==> config.mk <==
export PLATFORM = sky130hd
export DESIGN_NAME = credit_fifo_rx
export DESIGN_NICKNAME = d
export VERILOG_FILES = /design/src/rtl/credit_fifo_rx.sv
export SDC_FILE = /design/constraint.sdc
export NUM_CORES = 1
export LEC_CHECK = 0
export ABC_AREA = 0
export CAP_MARGIN = 10
export CORE_UTILIZATION = 55
export CTS_BUF_LIST = sky130_fd_sc_hd__clkbuf_4 sky130_fd_sc_hd__clkbuf_8 sky130_fd_sc_hd__clkbuf_16
export DETAILED_ROUTE_END_ITERATION = 10
export GPL_TIMING_DRIVEN = 0
export HOLD_SLACK_MARGIN = 0.1
export MAX_ROUTING_LAYER = met4
export PLACE_DENSITY_LB_ADDON = 0.08
export SLEW_MARGIN = 20
export SYNTH_ARGS = -nofsm -noshare
export SYNTH_HDL_FRONTEND = slang
export SYNTH_SLANG_ARGS = --single-unit
==> constraint.sdc <==
create_clock -name clk_i -period 9.49 [get_ports clk_i]
set_input_delay 1.898 -clock clk_i [delete_from_list [all_inputs] [get_ports clk_i]]
set_output_delay 1.898 -clock clk_i [all_outputs]
set_load 0.02 [all_outputs]
==> src/rtl/credit_fifo_rx.sv <==
// rtl/credit_fifo_rx.sv - credit-based stream receiver: FWFT buffer with credit return
//
// Ports:
//   clk_i       clock, all logic on the rising edge
//   rst_i       synchronous reset, active-high
//   valid_i     transmitter push strobe (no back-pressure; credit-governed)
//   data_i      pushed word, sampled when valid_i=1
//   credit_o    one-cycle pulse per credit returned to the transmitter
//   data_o      head-of-FIFO word (first-word fall-through)
//   valid_o     FIFO not empty
//   ready_i     downstream accepts the head word when valid_o & ready_i
//   count_o     current occupancy, 0..BUFFER_DEPTH
//   overflow_o  sticky flag: a push arrived while full and was dropped
module credit_fifo_rx #(
    parameter int DATA_WIDTH   = 32,
    parameter int BUFFER_DEPTH = 8,
    parameter int LOG_DEPTH    = $clog2(BUFFER_DEPTH)
) (
    input  logic                  clk_i,
    input  logic                  rst_i,
    input  logic                  valid_i,
    input  logic [DATA_WIDTH-1:0] data_i,
    output logic                  credit_o,
    output logic [DATA_WIDTH-1:0] data_o,
    output logic                  valid_o,
    input  logic                  ready_i,
    output logic [LOG_DEPTH:0]    count_o,
    output logic                  overflow_o
);

    typedef logic [LOG_DEPTH:0] ptr_t;

    localparam ptr_t DEPTH_W = ptr_t'(BUFFER_DEPTH);
    localparam ptr_t ONE_W   = ptr_t'(1);

    logic [DATA_WIDTH-1:0] mem [BUFFER_DEPTH];

    ptr_t wr_q;
    ptr_t rd_q;
    ptr_t pend_q;

    logic full;
    logic pop;
    logic push;
    logic drop;
    logic issue;
    ptr_t wr_next;
    ptr_t rd_next;
    ptr_t pend_next;

    // One extra pointer bit distinguishes full from empty when indices match.
    assign full  = (wr_q ^ rd_q) == DEPTH_W;
    assign pop   = valid_o & ready_i;
    // A pop in the same cycle frees the slot, so a push is accepted even when full.
    assign push  = valid_i & (~full | pop);
    assign drop  = valid_i & full & ~pop;
    assign issue = (pend_q != '0);

    assign wr_next   = push  ? wr_q + ONE_W : wr_q;
    assign rd_next   = pop   ? rd_q + ONE_W : rd_q;
    assign pend_next = pend_q + (pop ? ONE_W : '0) - (issue ? ONE_W : '0);

    assign data_o = mem[rd_q[LOG_DEPTH-1:0]];

    // Storage is deliberately left out of reset.
    always_ff @(posedge clk_i) begin
        if (push) begin
            mem[wr_q[LOG_DEPTH-1:0]] <= data_i;
        end
    end

    always_ff @(posedge clk_i) begin
        if (rst_i) begin
            wr_q       <= '0;
            rd_q       <= '0;
            count_o    <= '0;
            valid_o    <= 1'b0;
            credit_o   <= 1'b0;
            overflow_o <= 1'b0;
            // The whole buffer is owed to the transmitter after reset.
            pend_q     <= DEPTH_W;
        end else begin
            wr_q     <= wr_next;
            rd_q     <= rd_next;
            // Status flags are computed from next pointers so they stay registered.
            count_o  <= wr_next - rd_next;
            valid_o  <= (wr_next != rd_next);
            credit_o <= issue;
            pend_q   <= pend_next;
            if (drop) begin
                overflow_o <= 1'b1;
            end
        end
    end

endmodule

## After elaboration in Yosys (flattened, before gate mapping)

Memory sizes are Yosys's and may differ from the RTL's. A register that Yosys moved wholly into a read port is not among the register bits.
Index checks and enable logic that the tools add are counted.

- Bits in registers: 19
- Memory bits (writable): 256
- Bits of input ports: 36
- Output and inout bits: 39
- Word-level logic and storage cells: 31
- Memories kept: 1

Memory list:

| memory | depth | width | rd ports | clocked after memory_dff | wr ports | RTL line | RTL |
|---|---|---|---|---|---|---|---|
| mem | 8 | 32 | 1 | 1 | 1 | 36 | `logic [DATA_WIDTH-1:0] mem [BUFFER_DEPTH];` |

- $add $sub $neg: 5
- Eq/ne operators: 2
- Muxes and demuxes: 7
- Bitwise logic cells: 8
- Reduce and logical (&&, ||, !) cells: 1

Operators with widths:

| cell | number |
|---|---|
| 4-bit by 1-bit adder with 4-bit output (second input constant) | 2 |
| 4-bit 2-to-1 mux | 2 |
| 4-bit by 1-bit adder with 4-bit output | 1 |
| 1-bit AND | 4 |
| 4-bit equality test (second input constant) | 1 |
| 1-bit 2-to-1 mux | 4 |
| 4-bit != test | 1 |
| 4-bit nonzero test | 1 |
| 4-bit by 1-bit subtractor with 4-bit output | 1 |
| 4-bit subtractor | 1 |
| 4-bit bitwise XOR | 1 |
| 3-bit 2-to-1 mux | 1 |
| 1-bit inverter | 2 |
| 1-bit bitwise OR | 1 |

## Longest topological paths before layout

Gate-level depths: netlist (run 1).

- Word-level depth: 7
- Mapped depth: 11
- Depth with buffers taken out: 10

## Worst setup path before layout (run 1)

OpenSTA, ideal clock, no wires.

- Path type: input port to flip-flop
- From: input ready_i
- To: memory mem[0][0], enable pin
- Library setup time: 0.502 ns
- Arrival: 5.347 ns
- Data required time: 8.988 ns
- Slack: 3.642 ns
- Cell stages on the path: 4
- Path buffers: 0
- Path through: nand2_1 -> nand2_1 -> o21ai_2 -> nor4_1

- Word-level cells in the longest chain between the ends: 5

RTL lines:

| item | RTL line | RTL |
|---|---|---|
| start, declared | 26 | `input logic ready_i,` |
| 1-bit AND | 53 | `assign pop = valid_o & ready_i;` |
| 1-bit bitwise OR | 55 | `assign push = valid_i & (~full \| pop);` |
| 1-bit AND | 55 |  |
| 1-bit 2-to-1 mux | 67 | `if (push) begin` |
| 1-bit 2-to-1 mux (not written as such) | 68 | `mem[wr_q[LOG_DEPTH-1:0]] <= data_i;` |
| end, declared | 36 |  |

Every way passes these cells.

==> results of run 1 <==
==> tightest hold or removal path, delay by kind of cell, from the launching register on <==
family | cells | cell delay, ns
AO/OA/AOI/OAI | 1 | 0.04
flip-flops | 1 | 0.33
AND/OR/NAND/NOR | 1 | 0.07
==> kinds of logic (layout without fill, tap and decap cells) <==
| kind of cell | count (synthesis) | in the layout | share of synthesized area, % |
|---|---|---|---|
| XOR/XNOR | 16 | 16 | 1.56 |
| AND/OR/NAND/NOR | 38 | 38 | 1.70 |
| multiplexers | 98 | 98 | 17.7 |
| flip-flops | 275 | 275 | 74.4 |
| buffers and inverters | 33 | 187 | 2.24 |
| adder cells (fa/ha/maj) | 12 | 12 | 1.52 |
| AO/OA/AOI/OAI | 11 | 11 | 0.785 |
==> power by group <==
| group | internal [mW] | leakage, nW | switching (mW) | total (mW) |
|---|---|---|---|---|
| registers | 1.37 | 2.48 | 0.0130 | 1.38 |
| logic | 0.222 | 1.46 | 0.206 | 0.428 |
| clock network | 0.543 | 0.401 | 0.417 | 0.960 |
==> cells in the final DEF (no fill, tap or decap), types with 4 or more instances in the layout <==
cell type,instances
dfxtp_1,19
clkbuf_1,6
buf_16,4
clkdlybuf4s50_1,73
ha_1,10
buf_2,13
nor2_1,15
xnor2_1,9
inv_1,9
mux2_2,32
mux4_1,27
xor2_1,5
buf_6,7
clkinv_2,4
clkbuf_16,27
clkinv_1,7
clkbuf_4,8
nor3_2,4
mux4_2,37
buf_12,5
nand2_1,4
buf_4,18
edfxtp_1,256
==> worst max path at each step <==
stage | slack [ns] | from | end | cells past startpoint
after floorplan | 3.64 | ready_i | mem[0][0] | 4
after global placement | -0.21 | ready_i | mem[0][30] | 5
after detailed placement | 4.80 | ready_i | count_o[3] | 11
after CTS | 4.46 | rd_q[1] | data_o[2] | 5
after global routing | 4.38 | rd_q[1] | data_o[29] | 5
final | 4.53 | rd_q[1] | data_o[28] | 5
==> metrics by stage <==
| stage | hold WS [ns] | util (%) | total power, mW | setup TNS [ns] | std cells |
|---|---|---|---|---|---|
| after floorplan | 0.511 | - | 1.68 | 0 | 483 |
| after global placement | 0.458 | 62.5 | 1.82 | -6.61 | 816 |
| after detailed placement | 0.469 | 64.6 | 1.84 | 0 | 849 |
| after CTS | 0.484 | 68.8 | 2.80 | 0 | 897 |
| after global routing | 0.542 | 68.8 | 2.87 | 0 | 897 |
| final | 0.472 | 68.8 | 2.77 | 0 | 897 |
==> state kept, by name, indices dropped and copies added (netlist names) <==
signal      count
mem           256
rd_q            4
pend_q          4
wr_q            4
valid_o         1
credit_o        1
overflow_o      1
count_o         4
==> final cells by class <==
class / count / area, um2 / share of cell area, %
clock inverters: 13 / 60.1 / 0.459
inverters: 9 / 33.8 / 0.258
flip-flops and latches: 275 / 8070 / 61.7
multi-input cells: 175 / 2570 / 19.6
repair buffers: 106 / 1080 / 8.27
clock buffers: 35 / 736 / 5.62
well taps: 260 / 325 / 2.49
plain buffers: 24 / 209 / 1.60
==> metal layers <==
| layer | vias to the layer above | part of all wire (%) | wire length [um] |
|---|---|---|---|
| met5 | - | 0 | 0 |
| met4 | 0 | 1.5 | 300 |
| met3 | 30 | 4.9 | 1020 |
| met2 | 135 | 52 | 10600 |
| met1 | 2651 | 42 | 8610 |
| li1 | 2283 | - | - |
==> metrics.md, run 1 <==
| Metric | Value |
|---|---|
| Fillcell total | between 1k and 1.5k |
| Placed Instance Area | approximately 12000 um2 |
| Core ar. | ~19000 um2 |
| Layout cell share with drive strength beyond 1 | 26.8% |
| Post-Syn Instances | between 400 and 500 |
| Synth area leaders | edfxtp_1, mux4_2, mux4_1 |
| Final Wtd Congestion | 0.747 |
| Root buffer cell | clkbuf_16 |
| Met2 Track Usage GR | between 30% and 40% |
| GR peak layer | met2 |
| Setup violations, final | 0 |
| Die area | between 20000 and 25000 um2 |
| R2r setup slk | 6.65 ns |
| Antenna-violating nets left | 0 |
| Cells along the critical path | clkbuf_1 > buf_2 > mux4_2 > mux2_2 > clkdlybuf4s50_1 |
| CTS tree | yes |
| Avg Cell Area, Syn | about 22 um2 |
| GR Overflow Total | 0 |
| Number of DRC markers in iteration 0 | roughly 300 |
| DIE WIDTH | 142 um |
| GRT Overall Usage | about 22% |
| Slowest-stage cell, CP | clkdlybuf4s50_1 |
| GRT met1 Usage | between 20% and 30% |
| Terminus of the critical flop-to-flop path | count_o[3] |
| YS warnings | 0 |
| Post-synth top cells | edfxtp_1, mux4_2, mux2_2 |
| Vias in the first global route | 5409 |
| CTS Hold Bufs | 0 |
| Layout area overhead | 20.7% |
| Starting Density | between 50% and 60% |
| Post-synthesis sequential area ratio | about three quarters |
| Worst reg2reg path startpoint | rd_q[2] |
| Cts repair resizes | 0 |
| Worst-margin pin slew | 1.01 ns |
| Num CTS Buffers | 27 |
| Yosys top cell by area | edfxtp_1 |
| Peak Freq | 202 MHz |
| Max Root-Sink Buffers | 3 |
| Leak pwr | 4.34 nW |
| Worst reg-to-reg path cell count | 11 |
| Detail Placement HPWL | roughly 14000 um |
| Ys flop type | edfxtp_1 |
| Pwr Density | roughly 210 nW/um2 |
| Chip Height | between 100 and 150 um |
| Yosys top cell area share | 70.9% |
| Worst vdd ir | approximately 150 uV |
| Min Tclk post-route | a little under 5 ns |
| Ant diodes | 0 |
| Hold_sp | overflow_o |
| Final WL | about 21000 um |
| Cell Area, Synth | between 10000 and 15000 um2 |
| Number of flops mapped to enable cells by yosys | between 200 and 300 |
| Site row count | 50 |
| Final Skew | 0.00693 ns |
| Most frequent cell after synthesis | edfxtp_1 |
| H-tree depth | 1 |
| Clk slew on worst S/H paths | 0.06 ns |
| Setup CP Type | register to output pin |
| Vias | slightly above 5k |
| Final hold vios | 0 |
| Residual DRC | 0 |
| CP max stage delay | between 0.5 and 0.6 ns |
| Final slew viol count | 0 |
| CP endpoint kind | output pin |
| Post-route clock period utilization | 52.3% |
| #FFs+latches synth | around 280 |
| RSZ-0062 raised after global routing | no |
| Clk Latency, worst-skew pair | 0.53 ns |
| Hold EP | overflow_o |
| Hold Path Class | register to register |
| Top delay family on crit path | buffers and inverters |
| I/O pins | 75 |
| Port Buffer Count | between 70 and 80 |
| Critical Path Fanout Max | 10 |
| Setup slack after layout | between 4 and 5 ns |
| Sink Count | roughly 280 |
| Nets | approximately 670 |
| First-pass GRT wire length | roughly 32000 um |
| # Post-CTS Setup Buffers | 0 |
| Syn Nets | between 500 and 600 |
| Required @ worst endpoint | 7.59 ns |
| Final instance area | about 13000 um2 |
| Worst setup SP type | register |
| Worst Hold Depth | 2 |
| Status | completed |
| Total of max-cap violations | 0 |
| Initial antenna violation count | 0 |
| Vias per inst | 5.68 |
| Pre-CTS setup slack | 4.80 ns |
| Normalized max-slew margin | ~33% |
| Met3 Track Usage GR | 3.36% |
| CP arrival | a little over 3 ns |
| DRT Pass-1 Iters | 4 |
| Post-synth ARST share | 0% |
| Post-synth cell types | 36 |
| WP buf/inv | 3 |
| Largest net degree at the start of global routing | 15 |
| WL per Instance | 22.9 um |
Power figures use the tool's default switching activity.
==> run 2, diff against run 1 <==
==> constraint.sdc (replaced) <==
create_clock -name clk_i -period 4.6 [get_ports clk_i]
set_input_delay 0.92 -clock clk_i [delete_from_list [all_inputs] [get_ports clk_i]]
set_output_delay 0.92 -clock clk_i [all_outputs]
set_load 0.02 [all_outputs]
==> metrics.md, run 2 (synthesized netlist as in run 1, its figures left out) <==
| Metric | Value |
|---|---|
| RSZ-0062 raised after global routing | no |
| CTS Hold Bufs | 0 (unchanged) |
| Critical Path Source | rd_q[1] |
| Antenna-violating nets left | 0 (unchanged) |
| Max Root-Sink Buffers | 3 (unchanged) |
| DIE WIDTH | 142 um (unchanged) |
| Layout area overhead | 21.7% |
| Layout cell share with drive strength beyond 1 | 27.1% (+0.28 points) |
| Clk Latency, worst-skew pair | 0.54 ns (about the same) |
| Normalized max-slew margin | 42.2% (+9.2 points) |
| Max FFs per register | 256 (unchanged) |
| H-tree depth | 1 (unchanged) |
| # Post-CTS Setup Buffers | 0 (unchanged) |
| Setup CP Type | register to output pin |
| Commonest cells after routing, fill and taps aside | edfxtp_1, clkdlybuf4s50_1, mux4_2 |
| Port Buffer Count | 73 (unchanged) |
| Clk slew on worst S/H paths | 0.06 ns (about the same) |
| Starting Density | 57.0% (unchanged) |
| Required @ worst endpoint | 3.68 ns (-3.91 ns) |
| Cts repair resizes | 0 (unchanged) |
| Final setup TNS | 0 ns (unchanged) |
| Worst setup SP type | register |
| R2r setup slk | 1.76 ns (-4.89 ns) |
| Peak Freq | ~250 MHz |
| Die area | 20300 um2 (unchanged) |
| Pwr Density | 452 nW/um2 (+110%) |
| Sink Count | 275 (unchanged) |
| Critical Path Fanout Max | 10 (unchanged) |
| Setup slack after layout | 0.626 ns (-3.90 ns) |
| Vias | 5079 (-0.39%) |
| Site row count | 50 (unchanged) |
| Residual DRC | 0 (unchanged) |
| Final Wtd Congestion | 0.734 (-1.8%) |
| Worst reg-to-reg path cell count | 11 (unchanged) |
| Root buffer cell | clkbuf_16 |
| Most common cell after layout, fill and taps aside | edfxtp_1 |
| Final hold vios | 0 (unchanged) |
| Core ar. | 19000 um2 (unchanged) |
| Pre-CTS setup slack | 0.863 ns (-3.93 ns) |
| Final WL | 20400 um (-0.71%) |
| I/O pins | 75 (unchanged) |
| Finished Core Util | 69.3% (+0.55 points) |
| GR Overflow Total | 0 (unchanged) |
| Vias in the first global route | 5322 (-1.6%) |
| Number of DRC markers in iteration 0 | 243 (-19%) |
| Num CTS Buffers | 28 (+3.7%) |
| Ant diodes | 0 (unchanged) |
| WL per Instance | 22.8 um (-0.38%) |
| CP arrival | 3.05 ns (about the same) |
| Nets | 660 (-0.90%) |
| Worst-margin pin slew | 0.866 ns (-0.139 ns) |
| Final slew viol count | 0 (unchanged) |
| CP endpoint kind | output pin |
| DRT Pass-1 Iters | 4 (unchanged) |
| Vias per inst | 5.68 (about the same) |
| Initial antenna violation count | 0 (unchanged) |
| Worst reg2reg path startpoint | wr_q[1] |
| Terminus of the critical flop-to-flop path | count_o[3] |
| Post-route clock period utilization | a little under nine tenths |
| Worst vdd ir | 370 uV (+140%) |
| CTS tree | yes |
| Total of max-cap violations | 0 (unchanged) |
| Setup violations, final | 0 (unchanged) |
| Hold Path Class | register to register |
| Final Skew | 0.0194 ns (+0.0124 ns) |
| Leak pwr | 4.38 nW (+0.92%) |
| Largest net degree at the start of global routing | 18 (+3) |
| GRT Overall Usage | 21.8% (-0.33 points) |
| Status | completed |
| Critical Path End | data_o[23] |
| First-pass GRT wire length | 30900 um (-2.4%) |
| Chip Height | 142 um (unchanged) |
| Min Tclk post-route | 3.97 ns |
| Detail Placement HPWL | 13400 um (-1.6%) |
-- run 2: changes by cell type in the layout (fill, tap and decap cells not counted), sizes merged --
cell and delta:
inv -1, clkbuf -3, bufinv +3, buf -7, clkinv +5
-- run 2: area by class of cell --
class	instances	area, um2
Fill cell	1247	5830
Timing Repair Buffer	99	1050
Clock buffer	32	737
Buffer	24	209
Multi-Input combinational cell	175	2580
Tap cell	260	325
Inverter	9	33.8
Sequential cell	275	8070
Clock inverter	20	185
-- run 2: worst min-delay path by stage --
stage	startpoint	slack, ns	to	cells past startpoint
finish	overflow_o	0.48	overflow_o	2
global route	overflow_o	0.50	overflow_o	2
CTS	overflow_o	0.48	overflow_o	2
detailed placement	overflow_o	0.47	overflow_o	2
global placement	overflow_o	0.45	overflow_o	2
floorplan	pend_q[0]	0.51	credit_o	2
-- run 2: critical path, stage by stage, from the launching register on --
cell	delay, ns
dfxtp_1	0.43
clkbuf_1	0.46
buf_2	0.44
mux4_2	0.36
mux2_2	0.29
clkdlybuf4s50_1	0.54
-- run 2: per-stage QoR --
step	hold slack [ns]	cell area, um2	power, mW	std cells
final	0.483	13200	5.95	894
after global routing	0.501	13200	6.16	894
after CTS	0.484	13200	6.02	894
after detailed placement	0.471	12300	3.80	842
after global placement	0.453	11900	3.75	816
after floorplan	0.511	10800	3.47	483
-- run 2: layer usage --
metal	share of wire (%)	wire length (um)	track usage, %
met1	44	8980	29.7
met2	50	10100	35.3
met5	0	0	-
met3	5.0	1020	3.30
met4	1.3	262	4.81
-- run 2: where the power goes --
| group | internal (mW) | switching (mW) |
|---|---|---|
| Clock | 1.32 | 0.900 |
| Sequential | 2.83 | 0.0273 |
| Combinational | 0.460 | 0.423 |
==> run 3, diff against run 2 <==
--- a/config.mk
+++ b/config.mk
@@ -6,7 +6,7 @@
 export NUM_CORES = 1
 export LEC_CHECK = 0
 export ABC_AREA = 0
-export CAP_MARGIN = 10
+export CAP_MARGIN = 25
 export CORE_UTILIZATION = 55
 export CTS_BUF_LIST = sky130_fd_sc_hd__clkbuf_4 sky130_fd_sc_hd__clkbuf_8 sky130_fd_sc_hd__clkbuf_16
 export DETAILED_ROUTE_END_ITERATION = 10
@@ -14,7 +14,6 @@
 export HOLD_SLACK_MARGIN = 0.1
 export MAX_ROUTING_LAYER = met4
 export PLACE_DENSITY_LB_ADDON = 0.08
-export SLEW_MARGIN = 20
 export SYNTH_ARGS = -nofsm -noshare
 export SYNTH_HDL_FRONTEND = slang
 export SYNTH_SLANG_ARGS = --single-unit
==> metrics.md, run 3 (synthesized netlist as in run 1, its figures left out) <==
| Metric | Value |
|---|---|
| Worst reg2reg path startpoint | wr_q[1] |
| Vias in the first global route | 5328 (+0.11%) |
| Initial antenna violation count | 0 (unchanged) |
| Residual DRC | 0 (unchanged) |
| Worst vdd ir | 371 uV (+0.27%) |
| WL per Instance | 23.1 um (+1.3%) |
| Max FFs per register | 256 (unchanged) |
| Final WL | 20500 um (+0.72%) |
| Site row count | 50 (unchanged) |
| Worst-margin pin slew | 0.885 ns (+0.0181 ns) |
| Worst setup SP type | register |
| Normalized max-slew margin | 40.6% (-1.6 points) |
| H-tree depth | 1 (unchanged) |
| DIE WIDTH | 142 um (unchanged) |
| Critical Path Source | rd_q[1] |
| GRT Overall Usage | 22.1% (+0.25 points) |
| Largest net degree at the start of global routing | 25 (+7) |
| Detail Placement HPWL | 13100 um (-2.5%) |
| Required @ worst endpoint | 3.68 ns (about the same) |
| Core ar. | 19000 um2 (unchanged) |
| Total of max-cap violations | 0 (unchanged) |
| Final setup TNS | 0 ns (unchanged) |
| Nets | 656 (-0.61%) |
| Worst Hold Depth | 2 (unchanged) |
| Final Wtd Congestion | 0.734 (unchanged) |
| Layout cell share with drive strength beyond 1 | 26.4% (-0.74 points) |
| Setup violations, final | 0 (unchanged) |
| Peak Freq | 253 MHz (+0.66%) |
| Placed Instance Area | 12200 um2 (-0.17%) |
| Layout area overhead | 21.5% |
| Hold_sp | overflow_o |
| RSZ-0062 raised after global routing | no |
| CTS Hold Bufs | 0 (unchanged) |
| Most common cell after layout, fill and taps aside | edfxtp_1 |
| Final Skew | 0.0109 ns (-0.00844 ns) |
| Post-route clock period utilization | 85.8% (-0.57 points) |
| Final slew viol count | 0 (unchanged) |
| CP endpoint kind | output pin |
| Sink Count | 275 (unchanged) |
| Port Buffer Count | 73 (unchanged) |
| Critical Path Fanout Max | 10 (unchanged) |
| Antenna-violating nets left | 0 (unchanged) |
| Cts repair resizes | 0 (unchanged) |
| Vias per inst | 5.73 (+0.90%) |
| Root buffer cell | clkbuf_16 |
| Final hold vios | 0 (unchanged) |
| Die area | 20300 um2 (unchanged) |
| Ant diodes | 0 (unchanged) |
| Clk slew on worst S/H paths | 0.06 ns (about the same) |
| GR Overflow Total | 0 (unchanged) |
| Chip Height | 142 um (unchanged) |
| Pwr Total | 5.96 mW (about the same) |
| Final instance area | 13200 um2 (-0.12%) |
| Max Root-Sink Buffers | 3 (unchanged) |
| Commonest cells after routing, fill and taps aside | edfxtp_1, clkdlybuf4s50_1, mux4_2 |
| Num CTS Buffers | 28 (unchanged) |
| First-pass GRT wire length | 31200 um (+0.96%) |
| Min Tclk post-route | 3.95 ns (-0.0262 ns) |
| Hold Path Class | register to register |
| Setup CP Type | register to output pin |
| Status | completed |
| Fillcell total | 1251 (+0.32%) |
| Worst reg-to-reg path cell count | 11 (unchanged) |
| Pwr Density | 452 nW/um2 (+0.20%) |
| Starting Density | 57.0% (unchanged) |
| DRT Pass-1 Iters | 4 (unchanged) |
| Clk Latency, worst-skew pair | 0.53 ns (about the same) |
| # Post-CTS Setup Buffers | 0 (unchanged) |
| I/O pins | 75 (unchanged) |
| CTS tree | yes |
| CP arrival | 3.03 ns (-0.02 ns) |
| Leak pwr | 4.35 nW (-0.69%) |
| Vias | 5096 (+0.33%) |
| Number of DRC markers in iteration 0 | 327 (+35%) |
## run 3: cell count changes in the layout (fill, tap and decap cells not counted), moves of 2 or more
cell / delta
clkinv_4: +2
bufinv_16: -2
buf_6: +9
buf_16: -5
clkbuf_16: +3
buf_8: +5
buf_12: +3
clkbuf_4: +2
clkinv_2: -6
buf_4: -16
## run 3: final timing paths
path / endpoint / slack, ns
setup / recovery: data_o[29] / 0.65
hold / removal: overflow_o / 0.47
setup reg to reg: count_o[3] / 1.78
hold reg to reg: overflow_o / 0.47
## run 3: layout make-up
cell class                 count  area, um2  area share, %
buffer                        24        209           1.59
timing repair buffer          95       1030           7.83
inverter                       9       33.8          0.257
clock buffer                  37        827           6.28
tap                          260        325           2.47
multi-input combinational    175       2580           19.6
sequential                   275       8070           61.3
clock inverter                14        100          0.760
## run 3: where the power goes
| group | switching [mW] | total, mW | internal [mW] |
|---|---|---|---|
| Combinational | 0.423 | 0.885 | 0.462 |
| Sequential | 0.0273 | 2.85 | 2.83 |
| Clock | 0.902 | 2.22 | 1.32 |
## run 3: worst max-delay path, cell delays in order (launching register included)
cell	delay (ns)
dfxtp_1	0.42
clkbuf_1	0.44
buf_2	0.43
mux4_2	0.36
mux2_2	0.28
clkdlybuf4s50_1	0.55
## run 3: through the flow
step | hold slack (ns) | util, % | std cells | setup WS, ns
floorplan | 0.511 | - | 483 | 0.578
global placement | 0.453 | 62.6 | 816 | -2.56
detailed placement | 0.463 | 64.4 | 838 | 0.869
CTS | 0.478 | 69.3 | 889 | 0.574
global route | 0.498 | 69.3 | 889 | 0.508
finish | 0.471 | 69.3 | 889 | 0.653
## run 3: metal layers
| layer | track usage, % | routed length (um) | vias up |
|---|---|---|---|
| li1 | - | - | 2258 |
| met1 | 30.4 | 8980 | 2678 |
| met2 | 35.2 | 10200 | 135 |
| met3 | 3.67 | 1070 | 25 |
| met4 | 4.87 | 322 | 0 |
| met5 | - | 0 | - |
